File: config.mk
export PLATFORM = sky130hd
export DESIGN_NAME = instruction_decode_stage
export DESIGN_NICKNAME = d
export VERILOG_FILES = /design/src/rtl/decoder_pkg.sv /design/src/rtl/decode_scoreboard.sv /design/src/rtl/instruction_decode_stage.sv
export SDC_FILE = /design/constraint.sdc
export NUM_CORES = 1
export LEC_CHECK = 0
export CAP_MARGIN = 15
export CORE_MARGIN = 2
export CORE_UTILIZATION = 46
export DETAILED_ROUTE_END_ITERATION = 8
export PLACE_DENSITY_LB_ADDON = 0.08
export SYNTH_ARGS = -nofsm -noshare
export SYNTH_HDL_FRONTEND = slang
export SYNTH_HIERARCHICAL = 1
export SYNTH_SLANG_ARGS = --single-unit
File: constraint.sdc
create_clock -name clk -period 2.75 [get_ports clk]
set_input_delay 0.825 -clock clk [delete_from_list [all_inputs] [get_ports clk]]
set_output_delay 0.825 -clock clk [all_outputs]
set_load 0.05 [all_outputs]
File: src/rtl/decoder_pkg.sv
// Shared field-position helpers and the MOV opcode constant for the instruction decoder.
// The functions take the widths so that parametrised instances locate fields the same way.
package decoder_pkg;

   localparam int DEF_REG_ADDR_W = 2;
   localparam int DEF_OPCODE_W   = 3;

   function automatic int illegal_bit(input int opcode_w, input int reg_addr_w);
      return opcode_w + reg_addr_w;
   endfunction

   function automatic int opcode_lsb(input int reg_addr_w);
      return reg_addr_w;
   endfunction

   // The all-ones opcode is MOV; every other opcode is an ALU op.
   function automatic int mov_opcode(input int opcode_w);
      return (2 ** opcode_w) - 1;
   endfunction

   localparam int ILLEGAL_BIT = illegal_bit(DEF_OPCODE_W, DEF_REG_ADDR_W);
   localparam int OPCODE_LSB  = opcode_lsb(DEF_REG_ADDR_W);

   typedef struct packed {
      logic [DEF_OPCODE_W-1:0]        opcode;
      logic                           aku;
      logic [DEF_REG_ADDR_W-1:0]      addr;
      logic [2**DEF_REG_ADDR_W-1:0]   we;
      logic                           illegal;
   } decoded_t;

endpackage

File: src/rtl/decode_scoreboard.sv
// Per-register write-back scoreboard: tracks MOV writes still in flight and flags a
// read-after-write hazard for the incoming ALU read address.
module decode_scoreboard #(
   parameter int  REG_ADDR_W = 2,
   parameter int  WB_LAT     = 2,
   localparam int NUM_REGS   = 2 ** REG_ADDR_W
) (
   input  logic                  clk,
   input  logic                  rst,
   input  logic [NUM_REGS-1:0]   issue_we,
   input  logic [NUM_REGS-1:0]   pend_we,
   input  logic                  rd_en,
   input  logic [REG_ADDR_W-1:0] rd_addr,
   output logic                  hazard
);

   logic busy_hit;

   generate
      if (WB_LAT > 0) begin : g_cnt
         localparam int CNT_W = $clog2(WB_LAT + 1);

         logic [CNT_W-1:0] busy_q [NUM_REGS];
         logic [CNT_W-1:0] busy_d [NUM_REGS];

         // NOTE: a fresh issue reloads the counter even if it is still counting down.
         always_comb begin
            for (int n = 0; n < NUM_REGS; n++) begin
               busy_d[n] = busy_q[n];
               if (issue_we[n]) begin
                  busy_d[n] = CNT_W'(WB_LAT);
               end else if (busy_q[n] != '0) begin
                  busy_d[n] = busy_q[n] - CNT_W'(1);
               end
            end
         end

         // NOTE: the counters are a small flop array, not RAM, so clearing them on reset is cheap and required.
         always_ff @(posedge clk) begin
            if (rst) begin
               for (int n = 0; n < NUM_REGS; n++) begin
                  busy_q[n] <= '0;
               end
            end else begin
               busy_q <= busy_d;
            end
         end

         assign busy_hit = (busy_q[rd_addr] != '0);
      end else begin : g_no_cnt
         logic unused_sb;
         assign unused_sb = ^{clk, rst, issue_we};
         assign busy_hit  = 1'b0;
      end
   endgenerate

   assign hazard = rd_en && (busy_hit || pend_we[rd_addr]);

endmodule

File: src/rtl/instruction_decode_stage.sv
// Registered instruction decoder with valid/ready handshake and RAW-hazard stalling.
// Optional macro DEC_STALL_CNT_EN adds a saturating 16-bit stall_count output.
module instruction_decode_stage
   import decoder_pkg::*;
#(
   parameter int  REG_ADDR_W = 2,
   parameter int  OPCODE_W   = 3,
   parameter int  WB_LAT     = 2,
   localparam int INSTR_W    = 1 + OPCODE_W + REG_ADDR_W,
   localparam int NUM_REGS   = 2 ** REG_ADDR_W
) (
   input  logic                  clk,
   input  logic                  rst,
   input  logic                  in_valid,
   output logic                  in_ready,
   input  logic [INSTR_W-1:0]    instruction,
   output logic                  out_valid,
   input  logic                  out_ready,
   output logic [OPCODE_W-1:0]   operation_code,
   output logic                  aku_enable,
   output logic [REG_ADDR_W-1:0] register_addr,
   output logic [NUM_REGS-1:0]   reg_write_enable,
   output logic                  illegal
`ifdef DEC_STALL_CNT_EN
   ,
   output logic [15:0]           stall_count
`endif
);

   localparam int                ILL_BIT = illegal_bit(OPCODE_W, REG_ADDR_W);
   localparam int                OPC_LSB = opcode_lsb(REG_ADDR_W);
   localparam logic [OPCODE_W-1:0] MOV_OP = OPCODE_W'(mov_opcode(OPCODE_W));

   typedef struct packed {
      logic [OPCODE_W-1:0]   opcode;
      logic                  aku;
      logic [REG_ADDR_W-1:0] addr;
      logic [NUM_REGS-1:0]   we;
      logic                  illegal;
   } dec_word_t;

   dec_word_t dec_in, dec_d, dec_q;
   logic      out_valid_d, out_valid_q;
   logic      hazard, accept, out_hs;

   always_comb begin
      dec_in         = '0;
      dec_in.illegal = instruction[ILL_BIT];
      dec_in.opcode  = instruction[OPC_LSB +: OPCODE_W];
      dec_in.addr    = instruction[REG_ADDR_W-1:0];
      if (!dec_in.illegal) begin
         if (dec_in.opcode == MOV_OP) begin
            dec_in.we = NUM_REGS'(1) << dec_in.addr;
         end else begin
            dec_in.aku = 1'b1;
         end
      end
   end

   // A word sitting in the output register counts as pending until it handshakes.
   decode_scoreboard #(
      .REG_ADDR_W (REG_ADDR_W),
      .WB_LAT     (WB_LAT)
   ) u_scoreboard (
      .clk      (clk),
      .rst      (rst),
      .issue_we (out_hs ? dec_q.we : '0),
      .pend_we  (out_valid_q ? dec_q.we : '0),
      .rd_en    (dec_in.aku),
      .rd_addr  (dec_in.addr),
      .hazard   (hazard)
   );

   assign out_hs   = out_valid_q && out_ready;
   assign in_ready = !hazard && (!out_valid_q || out_ready);
   assign accept   = in_valid && in_ready;

   always_comb begin
      out_valid_d = out_valid_q;
      dec_d       = dec_q;
      if (accept) begin
         out_valid_d = 1'b1;
         dec_d       = dec_in;
      end else if (out_hs) begin
         out_valid_d = 1'b0;
      end
   end

   // NOTE: sequential state is updated only with non-blocking assignments.
   always_ff @(posedge clk) begin
      if (rst) begin
         out_valid_q <= 1'b0;
         dec_q       <= '0;
      end else begin
         out_valid_q <= out_valid_d;
         dec_q       <= dec_d;
      end
   end

   assign out_valid        = out_valid_q;
   assign operation_code   = dec_q.opcode;
   assign aku_enable       = dec_q.aku;
   assign register_addr    = dec_q.addr;
   assign reg_write_enable = dec_q.we;
   assign illegal          = dec_q.illegal;

`ifdef DEC_STALL_CNT_EN
   logic [15:0] stall_cnt_d, stall_cnt_q;

   always_comb begin
      stall_cnt_d = stall_cnt_q;
      if (in_valid && hazard && (stall_cnt_q != 16'hFFFF)) begin
         stall_cnt_d = stall_cnt_q + 16'd1;
      end
   end

   always_ff @(posedge clk) begin
      if (rst) begin
         stall_cnt_q <= '0;
      end else begin
         stall_cnt_q <= stall_cnt_d;
      end
   end

   assign stall_count = stall_cnt_q;
`endif

endmodule

==> out/summary.json, run 1 <==
{
  "setup_path": {
    "crit_fanout": 2,
    "crit_required_ns": 1.93,
    "worstRegToRegCells": 9,
    "r2r_slack_ns": 0.61,
    "rr_startpoint": "out_valid$_SDFFE_PP0P_",
    "criticalPathCategory": "input port to primary output",
    "regToRegEndpoint": "reg_write_enable[1]$_SDFFE_PP0P_",
    "worst_ep_arrival_time_ns": 1.90,
    "critPathLaunchType": "input port",
    "critPathCaptureType": "primary output"
  },
  "sta": {
    "timing.final.max_slew_violations": 0,
    "worst_margin_pin_slew_ns": 0.509,
    "post-route-min-period_ns": 2.72,
    "rsz0062_at_grt": "false",
    "report.final.hold_viol_count": 0,
    "timing.slew.headroom": 0.660,
    "setup_viols_final": 0,
    "timing.final.crit_share": 0.991,
    "finClkSkew_ns": 0.00646,
    "maxClockFrequency_mhz": 367
  },
  "cts": {
    "later_pin_clock_latency_in_the_skew_report_ns": 0.30,
    "clock_tree.htree_level_count": 1,
    "ctsHoldBuffers": 0,
    "cts.clk_slew.worst_paths_ns": 0.10,
    "root_buffer": "sky130_fd_sc_hd__clkbuf_4",
    "cts.sinks": 20,
    "cts_buffers": 3,
    "tritoncts": "yes",
    "cts_max_path_buffers": 2
  },
  "finish": {
    "design.final.nets": 138,
    "post_layout_nonfiller_instances": 152,
    "area_growth_pct": 42.8,
    "num_antenna_cells": 0,
    "layout-drive-gt1-share": 0.220,
    "post-route-cell-area_mm2": 0.00126
  },
  "synth": {
    "synthDominantCellAreaShare": 0.455,
    "mappedNetlistNets": 105,
    "synth_area_um2": 881,
    "postSynthRegisterBits": 20,
    "synthTopCellsByArea": "sky130_fd_sc_hd__dfxtp_1 45%, sky130_fd_sc_hd__a21oi_1 6.8%, sky130_fd_sc_hd__nor4b_2 5.1%",
    "synth_warnings": 6,
    "post_synth_num_cell_types": 28,
    "ys_seq_area_frac": 0.455,
    "synthesis.instances": 95,
    "syn_avg_cell_area_um2": 9.27,
    "synth_largest_area_cell": "sky130_fd_sc_hd__dfxtp_1"
  },
  "grt": {
    "maximum_number_of_pins_on_one_net_before_global_route_repair": 22,
    "grt_overflow_total": 0,
    "number_of_global_route_vias_before_repair": 796,
    "grt_first_pass_wirelength_mm": 3.25,
    "grt_antenna_before_repair": 0,
    "globalRouteTotalUtil": 0.208
  },
  "status": {
    "result_of_the_run": "finished clean"
  },
  "floorplanning": {
    "die-width_um": 47.8,
    "floorplan.io_pins": 23,
    "num_rows": 15,
    "dieHeight_um": 47.8,
    "dieArea_mm2": 0.00228,
    "initial_core_utilization": 0.499,
    "core_area_mm2": 0.00176
  },
  "power": {
    "power.density_mw_per_mm2": 475,
    "sequentialPowerShare": 0.508,
    "total_internal_power_w": 0.000432,
    "net-switching-power_w": 0.000165,
    "power.combinational.fraction": 0.211,
    "clkPwrFrac": 0.281,
    "p_leak_nw": 0.477,
    "vdd.ir_drop.worst_v": 0.000399,
    "power.switching_fraction": 0.276
  },
  "placed_design": {
    "globalplace.congestion": 0.792,
    "post-dp-hpwl_mm": 1.53,
    "placed_cells": 147,
    "port_buffers": 22,
    "placement.cell_area_mm2": 0.00120
  },
  "min_path": {
    "hold-path-endpoint": "u_scoreboard/g_cnt.busy_q[6]$_SDFFE_PP0P_",
    "worst_hold_path.num_cells": 1,
    "worstHoldPathType": "flip-flop to flip-flop",
    "hold_path.startpoint": "u_scoreboard/g_cnt.busy_q[6]$_SDFFE_PP0P_"
  },
  "drt": {
    "dr_total_vias": 846,
    "avgViaCountPerCell": 5.57,
    "drcViolationCount": 0,
    "wire_per_inst_um": 13.9,
    "drtIter0Drc": 16,
    "detail_route.first_pass.iterations": 4,
    "ant_nets": 0,
    "drt-total-wl_mm": 2.11
  },
  "job": {
    "max_cap_viol_count": 0
  }
}
## how the worst max path moves through the flow
| stage | from | endpoint | slack, ns |
|---|---|---|---|
| finish | instruction[3] | in_ready | 0.03 |
| global route | instruction[3] | in_ready | 0.007 |
| CTS | instruction[0] | in_ready | 0.009 |
| detailed placement | instruction[0] | in_ready | -0.35 |
| global placement | instruction[0] | in_ready | -0.26 |
| floorplan | instruction[0] | in_ready | 0.18 |
## layout make-up
type / instances / area, um^2
multi-input combinational: 65 / 458
clock buffer: 4 / 36.3
tap: 25 / 31.3
timing repair buffer: 34 / 317
fill: 149 / 507
inverter: 4 / 15.0
sequential: 20 / 400
## sequential cells by signal, summed over array words and instances, names as in the netlist
name / count
operation_code: 3
illegal: 1
aku_enable: 1
out_valid: 1
u_scoreboard/g_cnt.busy_q: 8
reg_write_enable: 4
register_addr: 2
## what timing repair did
action	in CTS	in global routing
pin swaps	3	2
resized for setup	5	3
buffers inserted	1	0
setup endpoints to repair	1	1
## power groups by stage
stage	Sequential (W)	Clock (W)	Combinational, W
floorplan	0.000336	0	0.0000397
global placement	0.000309	0	0.000122
detailed placement	0.000310	0	0.000123
CTS	0.000303	0.000172	0.000125
global route	0.000305	0.000188	0.000132
finish	0.000303	0.000168	0.000126
## cells in the final DEF, fill, tap and decap left out, types with 4 or more instances in the layout
| cell | synthesis | layout |
|---|---|---|
| sky130_fd_sc_hd__a21oi_1 | 12 | 12 |
| sky130_fd_sc_hd__and2_1 | 4 | 4 |
| sky130_fd_sc_hd__and3_1 | 4 | 4 |
| sky130_fd_sc_hd__buf_4 | 0 | 12 |
| sky130_fd_sc_hd__clkdlybuf4s50_1 | 0 | 18 |
| sky130_fd_sc_hd__dfxtp_1 | 20 | 20 |
| sky130_fd_sc_hd__inv_1 | 4 | 4 |
| sky130_fd_sc_hd__nand3_1 | 7 | 7 |
| sky130_fd_sc_hd__nor2_1 | 6 | 5 |
| sky130_fd_sc_hd__o21ai_1 | 6 | 6 |
## kinds of logic after synthesis
| family | after synthesis | share of synthesized area |
|---|---|---|
| buffers and inverters | 10 | 0.0511 |
| AND/OR/NAND/NOR | 40 | 0.322 |
| flip-flops | 20 | 0.455 |
| AO/OA/AOI/OAI | 25 | 0.172 |
## worst max-delay path, cell delays in order
cell and delay [ns]:
sky130_fd_sc_hd__clkdlybuf4s50_1 0.50, sky130_fd_sc_hd__a31oi_2 0.11, sky130_fd_sc_hd__o21a_1 0.15, sky130_fd_sc_hd__nor2_2 0.15, sky130_fd_sc_hd__buf_12 0.16
## Yosys cell counts
library cell,n
sky130_fd_sc_hd__nand2b_1,2
sky130_fd_sc_hd__and3_1,4
sky130_fd_sc_hd__o32ai_1,3
sky130_fd_sc_hd__and2_1,4
sky130_fd_sc_hd__nor2b_1,2
sky130_fd_sc_hd__buf_1,1
sky130_fd_sc_hd__nor4_1,1
sky130_fd_sc_hd__o32ai_2,1
sky130_fd_sc_hd__nor3_1,1
sky130_fd_sc_hd__clkbuf_1,4
sky130_fd_sc_hd__nor4_2,1
sky130_fd_sc_hd__nand3_1,7
sky130_fd_sc_hd__buf_6,1
sky130_fd_sc_hd__nor2_1,6
sky130_fd_sc_hd__nor4b_1,3
sky130_fd_sc_hd__o21a_1,1
sky130_fd_sc_hd__inv_1,4
sky130_fd_sc_hd__nor2b_4,1
sky130_fd_sc_hd__dfxtp_1,20
sky130_fd_sc_hd__nand4b_1,2
sky130_fd_sc_hd__a31oi_1,1
sky130_fd_sc_hd__o21ai_0,1
sky130_fd_sc_hd__a21oi_1,12
sky130_fd_sc_hd__nor3b_1,1
sky130_fd_sc_hd__nor4b_2,3
sky130_fd_sc_hd__o21ai_1,6
sky130_fd_sc_hd__or4_4,1
sky130_fd_sc_hd__nand4_1,1
## per-stage QoR
stage          utilization  total power [W]  TNS (ns)  hold slack [ns]  setup slack [ns]
6_report             0.713         0.000597         0            0.476            0.0261
5_1_grt              0.713         0.000625         0            0.498           0.00686
4_1_cts              0.711         0.000601         0            0.470           0.00936
3_5_place_dp         0.679         0.000433    -0.391            0.454            -0.347
3_3_place_gp         0.679         0.000432    -0.255            0.447            -0.255
2_1_floorplan            -         0.000376         0            0.424             0.185
## routing by layer
metal / global-route usage / up-vias / share of wire
li1: - / 418 / -
met1: 0.241 / 388 / 0.44
met2: 0.349 / 33 / 0.48
met3: 0.0528 / 7 / 0.060
met4: 0.108 / 0 / 0.022
met5: 0 / - / 0
No activity file was read; power rests on OpenSTA's default activity.
==> inputs of run 2 (changes only) <==
CORE_UTILIZATION = 50   (was 46)
PLACE_DENSITY = 0.85   (was default)
PLACE_DENSITY_LB_ADDON = default   (was 0.08)
clock period = 3.2 ns   (was 2.75 ns; I/O delays follow)
==> out/summary.json, run 2 (synthesized netlist as in run 1, its figures left out) <==
{
  "sta": {
    "post-route-min-period_ns": 3.16,
    "finClkSkew": {"value": 0.00342, "unit": "ns", "change": "-0.00304 ns"},
    "maxClockFrequency_mhz": 316,
    "worst_margin_pin_slew": {"value": 0.510, "unit": "ns", "change": "+0.00125 ns"},
    "setup_viols_final": {"value": 0, "change": "unchanged"},
    "rsz0062_at_grt": "false",
    "timing.final.max_slew_violations": {"value": 0, "change": "unchanged"},
    "finalWorstSetupSlack": {"value": 0.0394, "unit": "ns", "change": "+0.0134 ns"},
    "timing.slew.headroom": {"value": 0.659, "change": "-0.000837"},
    "timing.final.crit_share": 0.988,
    "report.final.hold_viol_count": {"value": 0, "change": "unchanged"}
  },
  "floorplanning": {
    "dieArea": {"value": 0.00211, "unit": "mm^2", "change": "-7.4%"},
    "dieHeight": {"value": 46.0, "unit": "um", "change": "-3.7%"},
    "die-width": {"value": 46.0, "unit": "um", "change": "-3.7%"},
    "num_rows": {"value": 15, "change": "unchanged"},
    "core_area": {"value": 0.00169, "unit": "mm^2", "change": "-4.3%"},
    "floorplan.io_pins": {"value": 23, "change": "unchanged"},
    "initial_core_utilization": {"value": 0.521, "change": "+0.0222"}
  },
  "cts": {
    "cts_max_path_buffers": {"value": 2, "change": "unchanged"},
    "ctsHoldBuffers": {"value": 0, "change": "unchanged"},
    "later_pin_clock_latency_in_the_skew_report": {"value": 0.30, "unit": "ns", "change": "about the same"},
    "cts_buffers": {"value": 3, "change": "unchanged"},
    "clock_tree.htree_level_count": {"value": 1, "change": "unchanged"},
    "tritoncts": "yes",
    "root_buffer": "sky130_fd_sc_hd__clkbuf_4",
    "cts-resized-gates": {"value": 2, "change": "-3"},
    "cts.clk_slew.worst_paths": {"value": 0.10, "unit": "ns", "change": "about the same"},
    "cts.sinks": {"value": 20, "change": "unchanged"},
    "post-cts-setup-buffer-count": {"value": 0, "change": "-1"}
  },
  "drt": {
    "detail_route.first_pass.iterations": {"value": 4, "change": "unchanged"},
    "avgViaCountPerCell": {"value": 5.74, "change": "+3.2%"},
    "drtIter0Drc": {"value": 9, "change": "-7"},
    "drcViolationCount": {"value": 0, "change": "unchanged"},
    "dr_total_vias": {"value": 804, "change": "-5.0%"},
    "drt-total-wl": {"value": 1.89, "unit": "mm", "change": "-10%"},
    "wire_per_inst": {"value": 13.5, "unit": "um", "change": "-2.6%"},
    "ant_nets": {"value": 0, "change": "unchanged"}
  },
  "setup_path": {
    "critPathTopFamily": "buffers and inverters",
    "crit_fanout": {"value": 3, "change": "+1"},
    "critPathLaunchType": "input port",
    "critical_path.max_stage_delay": {"value": 0.53, "unit": "ns", "change": "+0.03 ns"},
    "timing.critical_path.slowest_stage_cell": "sky130_fd_sc_hd__clkdlybuf4s50_1",
    "criticalPathCategory": "input port to primary output",
    "cp_cell_sequence": "clkdlybuf4s50_1 > nor3b_1 > o21a_1 > nor2_2 > buf_12",
    "critPathCaptureType": "primary output",
    "worst_ep_arrival_time": {"value": 2.20, "unit": "ns", "change": "+0.30 ns"},
    "crit_required": {"value": 2.24, "unit": "ns", "change": "+0.31 ns"},
    "critical_path.n_buffers_inverters": {"value": 2, "change": "unchanged"}
  },
  "finish": {
    "num_antenna_cells": {"value": 0, "change": "unchanged"},
    "layout.cells.most_common_list": "20 x sky130_fd_sc_hd__dfxtp_1, 20 x sky130_fd_sc_hd__clkdlybuf4s50_1, 12 x sky130_fd_sc_hd__a21oi_1",
    "num-fill-cells": {"value": 134, "change": "-10%"},
    "largest_reg_flops": {"value": 8, "change": "unchanged"},
    "layout-drive-gt1-share": {"value": 0.171, "change": "-0.0497"},
    "area_growth_pct": 36.2,
    "post_layout_nonfiller_instances": {"value": 140, "change": "-7.9%"},
    "register_ranked_first_by_flip_flop_count": "u_scoreboard/g_cnt.busy_q",
    "design.final.nets": {"value": 134, "change": "-2.9%"}
  },
  "grt": {
    "grt_first_pass_wirelength": {"value": 3.11, "unit": "mm", "change": "-4.2%"},
    "grt_antenna_before_repair": {"value": 0, "change": "unchanged"},
    "number_of_global_route_vias_before_repair": {"value": 797, "change": "+0.13%"},
    "maximum_number_of_pins_on_one_net_before_global_route_repair": {"value": 23, "change": "+4.5%"},
    "grt_overflow_total": {"value": 0, "change": "unchanged"},
    "globalRouteTotalUtil": {"value": 0.210, "change": "+0.00269"}
  },
  "placed_design": {
    "port_buffers": {"value": 22, "change": "unchanged"},
    "post-dp-hpwl": {"value": 1.43, "unit": "mm", "change": "-6.7%"},
    "dp_slack": {"value": -0.175, "unit": "ns", "change": "+0.171 ns"},
    "globalplace.congestion": {"value": 0.821, "change": "+3.6%"},
    "placed_cells": {"value": 136, "change": "-7.5%"}
  },
  "job": {
    "max_cap_viol_count": {"value": 0, "change": "unchanged"}
  },
  "power": {
    "p_leak": {"value": 0.437, "unit": "nW", "change": "-8.3%"},
    "power.density": {"value": 420, "unit": "mW/mm^2", "change": "-11%"},
    "vdd.ir_drop.worst": {"value": 0.000314, "unit": "V", "change": "-21%"}
  },
  "min_path": {
    "worstHoldPathType": "flip-flop to flip-flop"
  },
  "status": {
    "result_of_the_run": "finished clean"
  }
}
run 2: cell type report:
class	count	area (um^2)	share of cell area
timing repair buffer	30	289	0.241
inverter	4	15.0	0.0125
multi-input combinational	65	438	0.365
clock buffer	4	36.3	0.0302
sequential	20	400	0.334
tap	17	21.3	0.0177
run 2: per-stage QoR:
step | hold slack (ns) | utilization | instance area, um^2 | setup TNS (ns) | total power [W]
global route | 0.487 | 0.710 | 1200 | 0 | 0.000529
global placement | 0.442 | 0.688 | 1160 | -0.122 | 0.000367
floorplan | 0.424 | - | 881 | 0 | 0.000322
finish | 0.459 | 0.710 | 1200 | 0 | 0.000504
CTS | 0.462 | 0.710 | 1200 | 0 | 0.000512
detailed placement | 0.446 | 0.688 | 1160 | -0.175 | 0.000368
run 2: where the power goes:
| part | leakage, nW | switching (W) | internal [W] |
|---|---|---|---|
| Clock | 0.0210 | 0.0000716 | 0.0000694 |
| Sequential | 0.162 | 0.00000476 | 0.000256 |
| Combinational | 0.253 | 0.0000593 | 0.0000433 |
run 2: worst paths after layout:
path,start,to,slack (ns),cells after the start
max,instruction[1],in_ready,0.04,5
min,u_scoreboard/g_cnt.busy_q[6]$_SDFFE_PP0P_,u_scoreboard/g_cnt.busy_q[6]$_SDFFE_PP0P_,0.46,1
max reg2reg,out_valid$_SDFFE_PP0P_,reg_write_enable[2]$_SDFFE_PP0P_,1.18,7
min reg2reg,u_scoreboard/g_cnt.busy_q[6]$_SDFFE_PP0P_,u_scoreboard/g_cnt.busy_q[6]$_SDFFE_PP0P_,0.46,1
run 2: per-layer routing:
metal  track usage  share of wire  up-vias
met4        0.0971          0.012        0
met3        0.0635          0.046        2
li1              -              -      406
met1         0.220           0.45      376
met5             0              0        -
met2         0.378           0.49       20
